File: src/rtl/piano_pkg.sv
// Shared piano constants and the recorder state encoding; the auto-play side
// reads song memory using the same widths and terminator encoding.
package piano_pkg;

  localparam int NOTE_W = 4;
  localparam int DUR_W  = 26;
  localparam int ADDR_W = 5;

  localparam logic [NOTE_W-1:0] REST_NOTE     = '0;
  localparam logic [DUR_W-1:0]  TERM_DURATION = '0;

  typedef enum logic [2:0] {
    ST_IDLE,
    ST_WAIT_FIRST,
    ST_TRACK,
    ST_FLUSH,
    ST_TERM,
    ST_DONE
  } rec_state_t;

  // A released keyboard reads as a rest.
  function automatic logic [NOTE_W-1:0] eff_note(input logic on, input logic [NOTE_W-1:0] k);
    return on ? k : REST_NOTE;
  endfunction

endpackage

File: src/rtl/record_segment_timer.sv
// Duration counter for the segment being tracked: clear loads 1 so the cycle a
// note first appears is counted, increment saturates at all-ones.
module record_segment_timer #(
  parameter int DUR_W     = 26,
  parameter int MIN_TICKS = 1_000_000
) (
  input  logic             clk,
  input  logic             rst,
  input  logic             clr,
  input  logic             inc,
  output logic [DUR_W-1:0] count,
  output logic             ge_min
);

  localparam logic [DUR_W-1:0] CNT_MAX = '1;
  localparam logic [DUR_W-1:0] MIN_V   = DUR_W'(MIN_TICKS);

  // Clear wins over increment; saturate instead of wrapping on very long holds.
  always_ff @(posedge clk) begin
    if (!rst)                          count <= '0;
    else if (clr)                      count <= DUR_W'(1);
    else if (inc && count != CNT_MAX)  count <= count + DUR_W'(1);
  end

  assign ge_min = (count >= MIN_V);

endmodule

File: src/rtl/record_mode.sv
// Song recorder: turns the live note stream into {note, duration} entries on
// the song memory write port, ending every session with a {0,0} terminator.
module record_mode
  import piano_pkg::*;
#(
  parameter int ADDR_W    = piano_pkg::ADDR_W,
  parameter int DUR_W     = piano_pkg::DUR_W,
  parameter int MIN_TICKS = 1_000_000
) (
  input  logic              clk,
  input  logic              rst,
  input  logic              key_on,
  input  logic [NOTE_W-1:0] key,
  input  logic              record_enable,
  output logic              wr_en,
  output logic [ADDR_W-1:0] wr_addr,
  output logic [NOTE_W-1:0] wr_note,
  output logic [DUR_W-1:0]  wr_duration,
  output logic [ADDR_W-1:0] song_length,
  output logic              full,
  output logic              recording
);

  // Last slot is kept back for the terminator.
  localparam logic [ADDR_W-1:0] PTR_LAST = '1;

  rec_state_t        state_q, state_d;
  logic              re_q;
  logic [NOTE_W-1:0] n, cur_note, cur_d;
  logic [ADDR_W-1:0] ptr_d, wr_addr_d;
  logic [NOTE_W-1:0] wr_note_d;
  logic [DUR_W-1:0]  wr_dur_d;
  logic              full_d, wr_en_d, recording_d;
  logic              t_clr, t_inc, seg_ok, seg_wr;
  logic [DUR_W-1:0]  count;
  logic              ge_min;

  assign n      = eff_note(key_on, key);
  assign seg_ok = ge_min && (song_length != PTR_LAST);

  record_segment_timer #(
    .DUR_W     (DUR_W),
    .MIN_TICKS (MIN_TICKS)
  ) u_timer (
    .clk    (clk),
    .rst    (rst),
    .clr    (t_clr),
    .inc    (t_inc),
    .count  (count),
    .ge_min (ge_min)
  );

  // Next state, segment close decisions and next write-port values.
  always_comb begin
    state_d   = state_q;
    cur_d     = cur_note;
    ptr_d     = song_length;
    full_d    = full;
    wr_en_d   = 1'b0;
    wr_addr_d = wr_addr;
    wr_note_d = wr_note;
    wr_dur_d  = wr_duration;
    t_clr     = 1'b0;
    t_inc     = 1'b0;
    seg_wr    = 1'b0;
    case (state_q)
      ST_IDLE, ST_DONE: begin
        if (record_enable && !re_q) begin
          state_d = ST_WAIT_FIRST;
          ptr_d   = '0;
          full_d  = 1'b0;
        end
      end
      ST_WAIT_FIRST: begin
        // Leading rest is skipped; stopping here yields an empty song.
        if (!record_enable) state_d = ST_TERM;
        else if (n != REST_NOTE) begin
          cur_d   = n;
          t_clr   = 1'b1;
          state_d = ST_TRACK;
        end
      end
      ST_TRACK: begin
        // Stop beats a same-cycle note change: the new note is never started.
        if (!record_enable) state_d = ST_FLUSH;
        else if (n != cur_note) begin
          seg_wr = seg_ok;
          cur_d  = n;
          t_clr  = 1'b1;
        end else begin
          t_inc = 1'b1;
        end
      end
      ST_FLUSH: begin
        // A trailing rest carries no music, so it is dropped.
        seg_wr  = seg_ok && (cur_note != REST_NOTE);
        state_d = ST_TERM;
      end
      ST_TERM: begin
        wr_en_d   = 1'b1;
        wr_addr_d = song_length;
        wr_note_d = REST_NOTE;
        wr_dur_d  = DUR_W'(TERM_DURATION);
        state_d   = ST_DONE;
      end
      default: state_d = ST_IDLE;
    endcase
    if (seg_wr) begin
      wr_en_d   = 1'b1;
      wr_addr_d = song_length;
      wr_note_d = cur_note;
      wr_dur_d  = count;
      ptr_d     = song_length + ADDR_W'(1);
      full_d    = (ptr_d == PTR_LAST);
    end
  end

  assign recording_d = (state_d == ST_WAIT_FIRST) || (state_d == ST_TRACK) ||
                       (state_d == ST_FLUSH)      || (state_d == ST_TERM);

  // State, pointer and registered write-port outputs.
  always_ff @(posedge clk) begin
    if (!rst) begin
      state_q     <= ST_IDLE;
      re_q        <= 1'b0;
      cur_note    <= REST_NOTE;
      song_length <= '0;
      full        <= 1'b0;
      wr_en       <= 1'b0;
      wr_addr     <= '0;
      wr_note     <= '0;
      wr_duration <= '0;
      recording   <= 1'b0;
    end else begin
      state_q     <= state_d;
      re_q        <= record_enable;
      cur_note    <= cur_d;
      song_length <= ptr_d;
      full        <= full_d;
      wr_en       <= wr_en_d;
      wr_addr     <= wr_addr_d;
      wr_note     <= wr_note_d;
      wr_duration <= wr_dur_d;
      recording   <= recording_d;
    end
  end

endmodule

File: config.mk
export PLATFORM = sky130hd
export DESIGN_NAME = record_mode
export DESIGN_NICKNAME = d
export VERILOG_FILES = /design/src/rtl/piano_pkg.sv /design/src/rtl/record_segment_timer.sv /design/src/rtl/record_mode.sv
export SDC_FILE = /design/constraint.sdc
export NUM_CORES = 1
export LEC_CHECK = 0
export CAP_MARGIN = 20
export CORE_MARGIN = 5
export CORE_UTILIZATION = 30
export CTS_CLUSTER_DIAMETER = 30
export DETAILED_ROUTE_END_ITERATION = 12
export DONT_BUFFER_PORTS = 1
export RECOVER_POWER = 50
export SKIP_CTS_REPAIR_TIMING = 1
export SLEW_MARGIN = 20
export SYNTH_ARGS = -nofsm -noshare
export SYNTH_HDL_FRONTEND = slang
export SYNTH_SLANG_ARGS = --single-unit
File: constraint.sdc
create_clock -name clk -period 2.78 [get_ports clk]
set_input_delay 0.417 -clock clk [delete_from_list [all_inputs] [get_ports clk]]
set_output_delay 0.417 -clock clk [all_outputs]
set_load 0.03 [all_outputs]
==> key figures <==
Route
  • Post-route DRC violation count: 0
  • Post-Route WL: 7.95 mm
  • Met3 WL post-DR: 543 um
  • Drt via density: 5.15
  • Met2 routed WL: 3.63 mm
  • Wire per inst: 15.5 um
  • Routed length on met1: 3.65 mm
  • DRT iter0 DRCs: 168
  • Routed vias: 2642
  • Final ANT Viol Nets: 0
  • Drt first pass iters: 4
  • Top Layer Used: met4

Hold path
  • Hold Path Class: in2reg

Power and ir drop
  • Tot Pwr: 2.46 mW
  • Max VDD drop: 0.513 mV
  • Leakage: 1.43 nW
  • PwrDens: 636 nW/um^2

Die
  • Site Rows: 39
  • Die Y: 117 um
  • DIE AREA: 13700 sq um
  • Top Ports: 51
  • Core ar.: 11300 sq um
  • Chip Width: 117 um
  • Initial Util: 30.4%

GRT
  • First-pass GRT wire length: 13.3 mm
  • Vias in the first global route: 2661
  • Largest net degree at the start of global routing: 31
  • Total grt overflow: 0
  • Total track usage: 12.5%
  • Initial antenna violation count: 0

Place
  • GP Congestion: 0.826
  • DP HPWL: 5.57 mm
  • Dpl cell area: 3570 sq um
  • Port bufs: 0

Worst setup path
  • Top delay family on crit path: simple AND/OR/NAND/NOR gates
  • Critical path data arrival time: 2.62 ns
  • Reg2reg path depth: 6
  • Crit Path Category: reg2reg
  • Worst EP required: 3.06 ns
  • R2r setup slk: 0.44 ns
  • RR Endpoint: wr_duration[19]
  • Worst setup EP type: register
  • Ordered cell list for the critical path: and4bb_1 > nand3_1 > a31oi_1 > and2_1 > buf_4 > a22o_1
  • Largest stage delay, worst path: 0.45 ns
  • Critical-path top delay cell: dfxtp_1
  • Startpoint types: register
  • RR Startpoint: state_q[2]
  • CP max FO: 30
  • Worst Setup SP: state_q[2]
  • WP buf/inv: 1
  • CP Depth: 6
  • Critical path endpoint: wr_duration[19]

Logic synthesis
  • Syn. warnings: 0
  • Unique masters post-synth: 50
  • Mean Syn Cell Area: 9.47 sq um
  • Async SR Flop Fraction: 0%
  • Main synth FF type: dfxtp_1
  • Syn_nets: 377
  • Seq/Total Area, Yosys: 44.7%
  • Synthesized instance count: 364
  • Yosys reg bits: 77
  • Netlist Area Pre-Place: 3450 sq um
  • Number of enable flip-flop cells after synthesis: 0

Finish
  • Layout cell share with drive strength beyond 1: 10.0%
  • Most frequent cells in the layout: 77 x dfxtp_1, 43 x nor2_1, 30 x a22o_1
  • Nets: 378
  • ANT cells: 0
  • Area Overhead vs Synth: 12.3%
  • Finished Cell Area: 3870 sq um
  • FILL cells: 1175
  • Commonest non-fill, non-tap cell in the layout: dfxtp_1

CTS
  • Clk sink count: 77
  • Clock buffer depth: 2
  • H-tree levels: 3
  • Clock root buffer: clkbuf_16
  • Skew-Pair Late Insertion Delay: 0.35 ns
  • Clock transition at path regs: 0.06 ns
  • CTS tree: yes
  • TritonCTS buffer count: 9

STA
  • Peak Freq: 427 MHz
  • Final worst-path cycle share: 84.2%
  • RSZ-0062 raised after global routing: false
  • Least-Margin Pin Slew: 0.668 ns
  • Clock skew: 0.00967 ns
  • Final Max Tran Viols: 0
  • Final Hold Fails: 0
  • Finish-stage setup viols: 0
  • Slew headroom: 54.9%
  • Minimum clock period: 2.34 ns
  • Fin Setup TNS: 0 ns

Run
  • Max-cap violations: 0

Run status
  • Status: completed
[state kept, by name, indices dropped and copies added (netlist names)]
name           flops
wr_addr            5
song_length        5
wr_duration       26
state_q            3
full               1
re_q               1
cur_note           4
wr_note            4
recording          1
u_timer.count     26
wr_en              1
[power breakdown]
group | switching, mW | internal (mW)
logic | 0.0502 | 0.0251
registers | 0.0137 | 1.11
clock network | 0.473 | 0.790
total | 0.537 | 1.93
[worst register-to-register path: cells and delay by family, from the launching register on]
kind | cells | cell delay (ns)
AND/OR/NAND/NOR | 3 | 0.87
buffers and inverters | 1 | 0.31
AO/OA/AOI/OAI | 2 | 0.65
flip-flops | 1 | 0.45
[cell usage after synthesis (2+ instances only)]
cell type / count / area (sq um)
a21oi_1: 13 / 65.1
a22o_1: 30 / 263
a2bb2oi_2: 2 / 30.0
a31oi_1: 2 / 12.5
and2_1: 5 / 31.3
and3_1: 5 / 31.3
and4bb_2: 2 / 25.0
buf_2: 4 / 20.0
buf_4: 3 / 22.5
buf_6: 4 / 45.0
clkbuf_1: 6 / 22.5
dfxtp_1: 77 / 1540
ha_1: 5 / 62.6
inv_1: 9 / 33.8
mux2_2: 3 / 33.8
mux2i_1: 5 / 50.1
nand2_1: 27 / 101
nand2b_1: 2 / 12.5
nand3_1: 19 / 95.1
nand3_2: 3 / 30.0
nand3b_1: 3 / 22.5
nand4_1: 29 / 181
nor2_1: 43 / 161
nor2b_1: 2 / 12.5
nor3_1: 3 / 15.0
nor4_1: 3 / 18.8
nor4bb_1: 2 / 20.0
o21ai_0: 5 / 25.0
xnor2_1: 4 / 35.0
xor2_1: 24 / 210
[kinds of logic after synthesis]
family | after synthesis | synth area share, %
AND/OR/NAND/NOR | 156 | 24.4
flip-flops | 77 | 44.7
AO/OA/AOI/OAI | 63 | 15.3
XOR/XNOR | 28 | 7.12
buffers and inverters | 27 | 4.28
multiplexers | 8 | 2.43
adder cells (fa/ha/maj) | 5 | 1.82
[stage by stage]
| stage | worst slack (ns) | instances | hold WS [ns] | utilization [%] |
|---|---|---|---|---|
| after floorplan | 0.611 | 364 | 0.464 | - |
| after global placement | 0.616 | 497 | 0.499 | 31.5 |
| after detailed placement | 0.538 | 497 | 0.515 | 31.5 |
| after CTS | 0.504 | 513 | 0.183 | 34.4 |
| after global routing | 0.264 | 513 | 0.178 | 34.2 |
| final | 0.438 | 513 | 0.192 | 34.2 |
[layer usage]
layer  global-route usage, %  vias up
li1                        -     1330
met4                    5.05        0
met3                    5.86       11
met2                    19.3       50
met5                       0        -
met1                    15.0     1251
[layout make-up]
| class | count | area [sq um] | share of cell area, % |
|---|---|---|---|
| Tap cell | 143 | 179 | 4.62 |
| Inverter | 9 | 33.8 | 0.873 |
| Clock inverter | 7 | 98.8 | 2.55 |
| Multi-Input combinational cell | 260 | 1740 | 44.9 |
| Sequential cell | 77 | 1540 | 39.8 |
| Timing Repair Buffer | 8 | 52.6 | 1.36 |
| Clock buffer | 9 | 225 | 5.82 |
[worst min path at each step]
stage / startpoint / endpoint / slack, ns / depth (start not counted)
after floorplan: u_timer.count[14] / wr_duration[14] / 0.46 / 1
after global placement: u_timer.count[1] / u_timer.count[1] / 0.50 / 2
after detailed placement: u_timer.count[1] / u_timer.count[1] / 0.52 / 2
after CTS: rst / u_timer.count[0] / 0.18 / 1
after global routing: rst / u_timer.count[0] / 0.18 / 1
final: rst / u_timer.count[0] / 0.19 / 1
(Power assumes the default switching activity.)
